### src/rtl/fs_bus_arbiter_if.sv
// Shared flash/SSRAM bus bundle: two Avalon-MM slave ports plus the pin-level bus.
// Latency: none, wires only.
// Backpressure: the per-port waitrequest signals carried here.
//
// Modports:
//   slave  - the arbiter side (Avalon commands in, read returns out, pins out)
//   master - the system side (Avalon masters and pad logic)
interface fs_bus_arbiter_if #(
  parameter int SR_AW  = 20,
  parameter int FL_AW  = 26,
  parameter int ADDR_W = 27
);
  // SSRAM Avalon port
  logic [SR_AW-1:0]  sr_address;
  logic              sr_read;
  logic              sr_write;
  logic [3:0]        sr_byteenable;
  logic [31:0]       sr_writedata;
  logic [31:0]       sr_readdata;
  logic              sr_readdatavalid;
  logic              sr_waitrequest;
  // Flash Avalon port
  logic [FL_AW-1:0]  fl_address;
  logic              fl_read;
  logic              fl_write;
  logic [15:0]       fl_writedata;
  logic [15:0]       fl_readdata;
  logic              fl_readdatavalid;
  logic              fl_waitrequest;
  // Pin-level shared bus
  logic [ADDR_W-1:0] fs_addr;
  logic [31:0]       fs_dq_out;
  logic              fs_dq_oe;
  logic [31:0]       fs_dq_in;
  logic              ssram_adsc_n;
  logic              ssram_ce_n;
  logic              ssram_oe_n;
  logic              ssram_we_n;
  logic [3:0]        ssram_be_n;
  logic              fl_ce_n;
  logic              fl_oe_n;
  logic              fl_we_n;

  modport slave (
    input  sr_address, sr_read, sr_write, sr_byteenable, sr_writedata,
    output sr_readdata, sr_readdatavalid, sr_waitrequest,
    input  fl_address, fl_read, fl_write, fl_writedata,
    output fl_readdata, fl_readdatavalid, fl_waitrequest,
    output fs_addr, fs_dq_out, fs_dq_oe,
    input  fs_dq_in,
    output ssram_adsc_n, ssram_ce_n, ssram_oe_n, ssram_we_n, ssram_be_n,
    output fl_ce_n, fl_oe_n, fl_we_n
  );

  modport master (
    output sr_address, sr_read, sr_write, sr_byteenable, sr_writedata,
    input  sr_readdata, sr_readdatavalid, sr_waitrequest,
    output fl_address, fl_read, fl_write, fl_writedata,
    input  fl_readdata, fl_readdatavalid, fl_waitrequest,
    input  fs_addr, fs_dq_out, fs_dq_oe,
    output fs_dq_in,
    input  ssram_adsc_n, ssram_ce_n, ssram_oe_n, ssram_we_n, ssram_be_n,
    input  fl_ce_n, fl_oe_n, fl_we_n
  );
endinterface

### src/rtl/fs_bus_arbiter.sv
// Arbiter and timing controller for the shared flash/SSRAM pin bus.
// Latency: SSRAM read accept-to-valid SR_RD_LAT+2; flash read accept-to-valid FL_RD_WAIT+2.
// Backpressure: one transaction in flight; waitrequest drops for one cycle only when the port is granted in IDLE.
//
// Ports: clk_clk (single rising-edge clock), reset_reset_n (async, active low),
//   bus (fs_bus_arbiter_if.slave): SSRAM/flash Avalon ports and the shared pins.
// Optional feature macro FS_SR_PRIORITY_EN: SSRAM wins every tie (flash may starve);
//   when undefined, ties are broken round-robin with SSRAM first after reset.
module fs_bus_arbiter #(
  parameter int SR_AW      = 20,
  parameter int FL_AW      = 26,
  parameter int ADDR_W     = 27,
  parameter int SR_RD_LAT  = 2,
  parameter int FL_RD_WAIT = 8,
  parameter int FL_WR_WAIT = 8
) (
  input  logic              clk_clk,
  input  logic              reset_reset_n,
  fs_bus_arbiter_if.slave   bus
);

  localparam int CNT_W = $clog2(64);
  localparam logic [CNT_W-1:0] SR_LD    = CNT_W'(SR_RD_LAT - 1);
  localparam logic [CNT_W-1:0] FL_RD_LD = CNT_W'(FL_RD_WAIT - 1);
  localparam logic [CNT_W-1:0] FL_WR_LD = CNT_W'(FL_WR_WAIT - 1);

  typedef enum logic [2:0] {
    ST_IDLE,
    ST_SR_ADS,
    ST_SR_WAIT,
    ST_FL_SETUP,
    ST_FL_PULSE,
    ST_FL_HOLD,
    ST_TURN
  } state_t;

  state_t            r_state;
  logic [CNT_W-1:0]  r_cnt;
  logic              r_wr;
  logic [ADDR_W-1:0] r_addr;
  logic [31:0]       r_dq_out;
  logic              r_dq_oe;
  logic              r_adsc_n, r_sr_ce_n, r_sr_oe_n, r_sr_we_n;
  logic [3:0]        r_be_n;
  logic              r_fl_ce_n, r_fl_oe_n, r_fl_we_n;
  logic [31:0]       r_sr_rd;
  logic [15:0]       r_fl_rd;
  logic              r_sr_rdv, r_fl_rdv;
`ifndef FS_SR_PRIORITY_EN
  logic              r_last_fl;  // 1 = flash was granted most recently
`endif

  logic              w_sr_req, w_fl_req;
  logic              w_gnt_sr, w_gnt_fl;
  logic              w_sr_acc, w_fl_acc;
  logic              w_turn_after_wr;
  logic [ADDR_W-1:0] w_sr_addr, w_fl_addr;

  assign w_sr_req = bus.sr_read | bus.sr_write;
  assign w_fl_req = bus.fl_read | bus.fl_write;

`ifdef FS_SR_PRIORITY_EN
  assign w_gnt_sr = w_sr_req;
  assign w_gnt_fl = w_fl_req & ~w_sr_req;
`else
  assign w_gnt_sr = w_sr_req & (~w_fl_req | r_last_fl);
  assign w_gnt_fl = w_fl_req & (~w_sr_req | ~r_last_fl);
`endif

  // Gating with the reset pin keeps waitrequest high while reset is held,
  // since the state register already reads IDLE during reset.
  assign w_sr_acc = (r_state == ST_IDLE) & reset_reset_n & w_gnt_sr;
  assign w_fl_acc = (r_state == ST_IDLE) & reset_reset_n & w_gnt_fl;

  // After an SSRAM write, only another pure SSRAM write may follow without a
  // turnaround; anything else pending means the bus direction may change.
  assign w_turn_after_wr = (bus.sr_read & ~bus.sr_write) | w_fl_req;

  assign w_sr_addr = ADDR_W'({bus.sr_address, 2'b00});
  assign w_fl_addr = ADDR_W'({bus.fl_address, 1'b0});

  // Strobes are recomputed every cycle for the state being entered, so each
  // state only lists the strobes it holds active.
  always_ff @(posedge clk_clk or negedge reset_reset_n) begin
    if (!reset_reset_n) begin
      r_state   <= ST_IDLE;
      r_cnt     <= '0;
      r_wr      <= 1'b0;
      r_addr    <= '0;
      r_dq_out  <= '0;
      r_dq_oe   <= 1'b0;
      r_adsc_n  <= 1'b1;
      r_sr_ce_n <= 1'b1;
      r_sr_oe_n <= 1'b1;
      r_sr_we_n <= 1'b1;
      r_be_n    <= 4'hF;
      r_fl_ce_n <= 1'b1;
      r_fl_oe_n <= 1'b1;
      r_fl_we_n <= 1'b1;
      r_sr_rd   <= '0;
      r_fl_rd   <= '0;
      r_sr_rdv  <= 1'b0;
      r_fl_rdv  <= 1'b0;
`ifndef FS_SR_PRIORITY_EN
      r_last_fl <= 1'b1;
`endif
    end else begin
      r_adsc_n  <= 1'b1;
      r_sr_ce_n <= 1'b1;
      r_sr_oe_n <= 1'b1;
      r_sr_we_n <= 1'b1;
      r_be_n    <= 4'hF;
      r_fl_ce_n <= 1'b1;
      r_fl_oe_n <= 1'b1;
      r_fl_we_n <= 1'b1;
      r_dq_oe   <= 1'b0;
      r_sr_rdv  <= 1'b0;
      r_fl_rdv  <= 1'b0;

      case (r_state)
        ST_IDLE: begin
          if (w_sr_acc) begin
            r_state   <= ST_SR_ADS;
            r_wr      <= bus.sr_write;
            r_addr    <= w_sr_addr;
            r_adsc_n  <= 1'b0;
            r_sr_ce_n <= 1'b0;
            if (bus.sr_write) begin
              r_sr_we_n <= 1'b0;
              r_be_n    <= ~bus.sr_byteenable;
              r_dq_oe   <= 1'b1;
              r_dq_out  <= bus.sr_writedata;
            end else begin
              r_be_n    <= 4'h0;
            end
`ifndef FS_SR_PRIORITY_EN
            r_last_fl <= 1'b0;
`endif
          end else if (w_fl_acc) begin
            r_state   <= ST_FL_SETUP;
            r_wr      <= bus.fl_write;
            r_addr    <= w_fl_addr;
            r_fl_ce_n <= 1'b0;
            if (bus.fl_write) begin
              r_dq_oe  <= 1'b1;
              r_dq_out <= {16'h0000, bus.fl_writedata};
            end
`ifndef FS_SR_PRIORITY_EN
            r_last_fl <= 1'b1;
`endif
          end
        end

        ST_SR_ADS: begin
          if (r_wr) begin
            r_state <= w_turn_after_wr ? ST_TURN : ST_IDLE;
          end else begin
            r_state   <= ST_SR_WAIT;
            r_cnt     <= SR_LD;
            r_sr_ce_n <= 1'b0;
            r_sr_oe_n <= 1'b0;
            r_be_n    <= 4'h0;
          end
        end

        ST_SR_WAIT: begin
          if (r_cnt == '0) begin
            r_sr_rd  <= bus.fs_dq_in;
            r_sr_rdv <= 1'b1;
            r_state  <= ST_TURN;
          end else begin
            r_cnt     <= r_cnt - 1'b1;
            r_sr_ce_n <= 1'b0;
            r_sr_oe_n <= 1'b0;
            r_be_n    <= 4'h0;
          end
        end

        ST_FL_SETUP: begin
          r_state   <= ST_FL_PULSE;
          r_cnt     <= r_wr ? FL_WR_LD : FL_RD_LD;
          r_fl_ce_n <= 1'b0;
          r_fl_oe_n <= r_wr;
          r_fl_we_n <= ~r_wr;
          r_dq_oe   <= r_wr;
        end

        ST_FL_PULSE: begin
          r_fl_ce_n <= 1'b0;
          r_dq_oe   <= r_wr;   // write data stays driven into the hold cycle
          if (r_cnt == '0) begin
            r_state <= ST_FL_HOLD;
            if (!r_wr) begin
              r_fl_rd  <= bus.fs_dq_in[15:0];
              r_fl_rdv <= 1'b1;
            end
          end else begin
            r_cnt     <= r_cnt - 1'b1;
            r_fl_oe_n <= r_wr;
            r_fl_we_n <= ~r_wr;
          end
        end

        ST_FL_HOLD: r_state <= ST_TURN;

        ST_TURN: r_state <= ST_IDLE;

        default: r_state <= ST_IDLE;
      endcase
    end
  end

  assign bus.sr_waitrequest   = ~w_sr_acc;
  assign bus.fl_waitrequest   = ~w_fl_acc;
  assign bus.sr_readdata      = r_sr_rd;
  assign bus.sr_readdatavalid = r_sr_rdv;
  assign bus.fl_readdata      = r_fl_rd;
  assign bus.fl_readdatavalid = r_fl_rdv;
  assign bus.fs_addr          = r_addr;
  assign bus.fs_dq_out        = r_dq_out;
  assign bus.fs_dq_oe         = r_dq_oe;
  assign bus.ssram_adsc_n     = r_adsc_n;
  assign bus.ssram_ce_n       = r_sr_ce_n;
  assign bus.ssram_oe_n       = r_sr_oe_n;
  assign bus.ssram_we_n       = r_sr_we_n;
  assign bus.ssram_be_n       = r_be_n;
  assign bus.fl_ce_n          = r_fl_ce_n;
  assign bus.fl_oe_n          = r_fl_oe_n;
  assign bus.fl_we_n          = r_fl_we_n;

endmodule
### src/flat_wrapper.sv
// flat-port wrapper written by rule: the top's interface ports become plain ports
module fs_bus_arbiter_flat 
#(
  parameter int SR_AW      = 20,
  parameter int FL_AW      = 26,
  parameter int ADDR_W     = 27,
  parameter int SR_RD_LAT  = 2,
  parameter int FL_RD_WAIT = 8,
  parameter int FL_WR_WAIT = 8
)
  (clk_clk, reset_reset_n, bus_sr_address, bus_sr_read, bus_sr_write, bus_sr_byteenable, bus_sr_writedata, bus_sr_readdata, bus_sr_readdatavalid, bus_sr_waitrequest, bus_fl_address, bus_fl_read, bus_fl_write, bus_fl_writedata, bus_fl_readdata, bus_fl_readdatavalid, bus_fl_waitrequest, bus_fs_addr, bus_fs_dq_out, bus_fs_dq_oe, bus_fs_dq_in, bus_ssram_adsc_n, bus_ssram_ce_n, bus_ssram_oe_n, bus_ssram_we_n, bus_ssram_be_n, bus_fl_ce_n, bus_fl_oe_n, bus_fl_we_n);
  fs_bus_arbiter_if #(.SR_AW(SR_AW), .FL_AW(FL_AW), .ADDR_W(ADDR_W)) bus_i ();
  input  logic clk_clk;
  input  logic reset_reset_n;
  input wire logic [$bits(bus_i.sr_address)-1:0] bus_sr_address;
  input wire logic [$bits(bus_i.sr_read)-1:0] bus_sr_read;
  input wire logic [$bits(bus_i.sr_write)-1:0] bus_sr_write;
  input wire logic [$bits(bus_i.sr_byteenable)-1:0] bus_sr_byteenable;
  input wire logic [$bits(bus_i.sr_writedata)-1:0] bus_sr_writedata;
  output wire logic [$bits(bus_i.sr_readdata)-1:0] bus_sr_readdata;
  output wire logic [$bits(bus_i.sr_readdatavalid)-1:0] bus_sr_readdatavalid;
  output wire logic [$bits(bus_i.sr_waitrequest)-1:0] bus_sr_waitrequest;
  input wire logic [$bits(bus_i.fl_address)-1:0] bus_fl_address;
  input wire logic [$bits(bus_i.fl_read)-1:0] bus_fl_read;
  input wire logic [$bits(bus_i.fl_write)-1:0] bus_fl_write;
  input wire logic [$bits(bus_i.fl_writedata)-1:0] bus_fl_writedata;
  output wire logic [$bits(bus_i.fl_readdata)-1:0] bus_fl_readdata;
  output wire logic [$bits(bus_i.fl_readdatavalid)-1:0] bus_fl_readdatavalid;
  output wire logic [$bits(bus_i.fl_waitrequest)-1:0] bus_fl_waitrequest;
  output wire logic [$bits(bus_i.fs_addr)-1:0] bus_fs_addr;
  output wire logic [$bits(bus_i.fs_dq_out)-1:0] bus_fs_dq_out;
  output wire logic [$bits(bus_i.fs_dq_oe)-1:0] bus_fs_dq_oe;
  input wire logic [$bits(bus_i.fs_dq_in)-1:0] bus_fs_dq_in;
  output wire logic [$bits(bus_i.ssram_adsc_n)-1:0] bus_ssram_adsc_n;
  output wire logic [$bits(bus_i.ssram_ce_n)-1:0] bus_ssram_ce_n;
  output wire logic [$bits(bus_i.ssram_oe_n)-1:0] bus_ssram_oe_n;
  output wire logic [$bits(bus_i.ssram_we_n)-1:0] bus_ssram_we_n;
  output wire logic [$bits(bus_i.ssram_be_n)-1:0] bus_ssram_be_n;
  output wire logic [$bits(bus_i.fl_ce_n)-1:0] bus_fl_ce_n;
  output wire logic [$bits(bus_i.fl_oe_n)-1:0] bus_fl_oe_n;
  output wire logic [$bits(bus_i.fl_we_n)-1:0] bus_fl_we_n;
  assign bus_i.sr_address = bus_sr_address;
  assign bus_i.sr_read = bus_sr_read;
  assign bus_i.sr_write = bus_sr_write;
  assign bus_i.sr_byteenable = bus_sr_byteenable;
  assign bus_i.sr_writedata = bus_sr_writedata;
  assign bus_sr_readdata = bus_i.sr_readdata;
  assign bus_sr_readdatavalid = bus_i.sr_readdatavalid;
  assign bus_sr_waitrequest = bus_i.sr_waitrequest;
  assign bus_i.fl_address = bus_fl_address;
  assign bus_i.fl_read = bus_fl_read;
  assign bus_i.fl_write = bus_fl_write;
  assign bus_i.fl_writedata = bus_fl_writedata;
  assign bus_fl_readdata = bus_i.fl_readdata;
  assign bus_fl_readdatavalid = bus_i.fl_readdatavalid;
  assign bus_fl_waitrequest = bus_i.fl_waitrequest;
  assign bus_fs_addr = bus_i.fs_addr;
  assign bus_fs_dq_out = bus_i.fs_dq_out;
  assign bus_fs_dq_oe = bus_i.fs_dq_oe;
  assign bus_i.fs_dq_in = bus_fs_dq_in;
  assign bus_ssram_adsc_n = bus_i.ssram_adsc_n;
  assign bus_ssram_ce_n = bus_i.ssram_ce_n;
  assign bus_ssram_oe_n = bus_i.ssram_oe_n;
  assign bus_ssram_we_n = bus_i.ssram_we_n;
  assign bus_ssram_be_n = bus_i.ssram_be_n;
  assign bus_fl_ce_n = bus_i.fl_ce_n;
  assign bus_fl_oe_n = bus_i.fl_oe_n;
  assign bus_fl_we_n = bus_i.fl_we_n;
  fs_bus_arbiter #(.SR_AW(SR_AW), .FL_AW(FL_AW), .ADDR_W(ADDR_W), .SR_RD_LAT(SR_RD_LAT), .FL_RD_WAIT(FL_RD_WAIT), .FL_WR_WAIT(FL_WR_WAIT)) u_core (.clk_clk(clk_clk), .reset_reset_n(reset_reset_n), .bus(bus_i));
endmodule
### config.mk
export PLATFORM = sky130hd
export DESIGN_NAME = fs_bus_arbiter_flat
export DESIGN_NICKNAME = d
export VERILOG_FILES = /design/src/rtl/fs_bus_arbiter_if.sv /design/src/rtl/fs_bus_arbiter.sv /design/src/flat_wrapper.sv
export SDC_FILE = /design/constraint.sdc
export NUM_CORES = 1
export LEC_CHECK = 0
export BUFFER_PORTS_ARGS = -buffer_cell sky130_fd_sc_hd__clkbuf_2
export CORE_MARGIN = 5
export CORE_UTILIZATION = 35
export DETAILED_ROUTE_END_ITERATION = 16
export GPL_TIMING_DRIVEN = 0
export SYNTH_ARGS = -nofsm -noshare
export SYNTH_HDL_FRONTEND = slang
export SYNTH_SLANG_ARGS = --single-unit
### constraint.sdc
create_clock -name clk_clk -period 4.59 [get_ports clk_clk]
set_input_delay 0.918 -clock clk_clk [delete_from_list [all_inputs] [get_ports clk_clk]]
set_output_delay 0.918 -clock clk_clk [all_outputs]
set_load 0.005 [all_outputs]
==> metrics.yaml <==
status:
  status: "completed"
grt:
  grt_max_degree: 107
  gr-total-overflow: 0
  antenna_found_initial: 0
  grt_pass1_wl_um: 23900
  grt_use_total_pct: 16.5
  grt_pass1_vias: 4675
power_and_ir_drop:
  power_density_nw_per_um2: 700
  p_int_mw: 3.63
  pwr-share-comb_pct: 36.4
  clockPowerShare_pct: 25.6
  pwr-share-seq_pct: 37.9
  peakVddDrop_uv: 276
  leakagePower_nw: 3.84
  swShare_pct: 32.5
  power_switching_mw: 1.75
hold_path:
  hp-class: "input port to async pin"
clocking:
  clkTransAtPathRegs_ns: 0.06
  tritoncts: "yes"
  cts_resized: 0
  clkSinkCount: 131
  cts_max_level: 4
  post-cts-setup-buffers: 0
  clk_latency_ns: 0.41
  ctsHoldBuffers: 0
  clk_root_buffer_cell: "clkbuf_16"
  clk_path_buf_depth: 2
  cts_made_buffers: 17
floorplanning:
  start_util_pct: 35.9
  rows: 45
  die_area_um2: 18200
  dieWidth_um: 135
  io_pins: 259
  die_height_um: 135
  coreArea_um2: 15300
detailed_routing:
  drt_iter0_markers: 188
  drc: 0
  drt-wirelength-per-cell_um: 16.0
  vias: 4513
  wl_um: 15100
  viasPerCell: 4.80
  ant_nets: 0
  drt_first_pass_iters: 4
setup_path:
  start_kind: "input port"
  critPathTopFamily: "buffers and inverters"
  worst-path-buf-inv: 5
  worstSetupPathType: "input port to output port"
  slowest_stage: "a211oi_2"
  r2r_setup_slack_ns: 2.04
  crit_fanout: 106
  crit_arrival_ns: 3.24
  critPathMaxStageDelay_ns: 0.61
  required_ns: 3.67
  crit_path_cell_trace: "clkbuf_8 > buf_16 > or4b_1 > buf_2 > a211oi_2 > inv_1 > clkbuf_2"
  endpoint_kind: "output port"
yosys:
  yosysWarnings: 0
  async_flop_share_pct: 100
  synth_enable_flop_cells: 0
  yosysSeqAreaShare_pct: 60.1
  netlist_area_um2: 5480
  synth_area_per_cell_um2: 12.4
  synthesis.nets: 577
  ys_ff_latch: 131
  synth-main-ff-cell: "dfrtp_1"
  netlist_instances: 440
  ys_types: 47
cells_and_area:
  drive_gt1_share_pct: 55.1
  nNetsFinal: 854
  area_growth_syn_to_layout_pct: 40.1
  antenna_cells: 0
timing:
  max_freq_ghz: 0.241
  layout_setup_ws_ns: 0.432
  hold_violations: 0
  setup_violations: 0
  fin_crit_ns: 4.16
  worst_slew_pin_slew_ns: 0.766
  post-route-period-util_pct: 90.6
  finalSetupTns_ns: 0
  slew_headroom_pct: 48.8
  finalClockSkew_ns: 0.00774
  hold_slack_ns: 0.386
  rsz0062_at_grt: "no"
  slew_viol_final: 0
placement:
  portBuffers: 257
  place_ws_ns: 0.407
  finalWeightedCongestion: 0.835
  post-dp-hpwl_um: 11700
run:
  maxCapViolations: 0
synth_stat cells, types with 5 or more instances:
cell type,instances,share of area (%)
nor2_1,25,1.7
inv_1,13,0.89
mux2_2,81,17
o21ai_0,7,0.64
dfrtp_1,119,54
a21oi_1,46,4.2
or3_1,5,0.57
nand2_1,30,2.1
clkbuf_1,17,1.2
buf_2,8,0.73
a22o_1,22,3.5
dfstp_2,12,5.8
logic make-up (layout without fill, tap and decap cells):
kind of cell / after synthesis / in the layout / share of synthesized area, %
compound gates: 94 / 94 / 11.1
simple gates: 87 / 87 / 7.79
other cells: 1 / 1 / 0.0685
mux: 82 / 82 / 16.8
flops: 131 / 131 / 60.1
fa+ha+maj: 1 / 1 / 0.228
xor+xnor: 2 / 2 / 0.320
buf+inv: 42 / 332 / 3.47
sequential cells by signal, summed over array words and instances, names as in the netlist:
| register | flops |
|---|---|
| u_core.bus.fs_dq_out | 32 |
| u_core.bus.sr_readdata | 32 |
| u_core.bus.fs_addr | 26 |
| u_core.bus.fl_readdata | 16 |
| u_core.r_cnt | 6 |
| u_core.bus.ssram_be_n | 4 |
| u_core.r_state | 3 |
| u_core.bus.fl_ce_n | 1 |
| u_core.bus.fl_oe_n | 1 |
| u_core.bus.fl_readdatavalid | 1 |
| u_core.bus.fl_we_n | 1 |
| u_core.bus.fs_dq_oe | 1 |
| u_core.bus.sr_readdatavalid | 1 |
| u_core.bus.ssram_adsc_n | 1 |
| u_core.bus.ssram_ce_n | 1 |
| u_core.bus.ssram_oe_n | 1 |
| u_core.bus.ssram_we_n | 1 |
| u_core.r_last_fl | 1 |
| u_core.r_wr | 1 |
area by class of cell:
cell class / instances / area (um^2)
Clock inverter: 13 / 158
Buffer: 29 / 141
Fill cell: 1433 / 7590
Sequential cell: 131 / 3290
Inverter: 13 / 48.8
Clock buffer: 19 / 453
Timing Repair Buffer: 258 / 1320
Multi-Input combinational cell: 267 / 1990
Tap cell: 211 / 264
stage by stage:
step | total power [mW] | cell area [um^2] | std cells | utilization, %
after floorplan | 3.10 | 5480 | 440 | -
final | 5.37 | 7670 | 941 | 50.3
after global placement | 3.97 | 7030 | 908 | 46.0
after detailed placement | 4.03 | 7060 | 909 | 46.3
after CTS | 5.45 | 7670 | 941 | 50.3
after global routing | 5.73 | 7670 | 941 | 50.3
worst paths after layout:
path | startpoint | endpoint | cells past startpoint
worst max-delay path | reset_reset_n | bus_fl_waitrequest | 7
worst min-delay path | reset_reset_n | u_core.bus.fs_dq_out[1]$_DFFE_PN0P_ | 1
min in group clk_clk | u_core.r_last_fl$_DFFE_PN1P_ | u_core.r_last_fl$_DFFE_PN1P_ | 2
worst max register to register | u_core.r_cnt[0]$_DFFE_PN0P_ | u_core.bus.fl_readdata[9]$_DFFE_PN0P_ | 8
worst min register to register | u_core.r_last_fl$_DFFE_PN1P_ | u_core.r_last_fl$_DFFE_PN1P_ | 2
max in group asynchronous | reset_reset_n | u_core.bus.ssram_be_n[0]$_DFF_PN1_ | 2
per-layer routing:
layer,track usage (%),vias to the layer above,share of wire (%)
met5,0,-,0
met4,6.72,0,2.7
met3,4.43,31,5.9
met2,28.7,155,52
met1,19.3,2215,39
li1,-,2112,-
cells in the final DEF (no fill, tap or decap), types with 3 or more instances in the layout:
cell	netlist	final
a211oi_1	3	3
a21oi_1	46	46
a22o_1	22	22
buf_2	8	8
bufinv_16	0	3
clkbuf_1	17	17
clkbuf_16	0	17
clkbuf_2	0	256
clkbuf_8	0	3
clkinv_2	0	4
clkinvlp_4	0	4
dfrtp_1	119	119
dfstp_2	12	12
inv_1	13	13
mux2_2	81	81
nand2_1	30	30
nand3_1	3	3
nor2_1	25	25
nor2b_1	3	3
nor3_1	3	3
nor4_1	3	3
o21ai_0	7	7
o22ai_1	3	3
or2_2	3	3
or3_1	5	5
power groups by stage:
stage	logic, mW	registers (mW)	clock network [mW]
global route	2.16	2.10	1.47
CTS	1.99	2.04	1.42
detailed placement	1.99	2.05	0
floorplan	1.04	2.06	0
finish	1.96	2.04	1.38
global placement	1.95	2.02	0
Note: power is estimated with default switching activity, not from simulation.
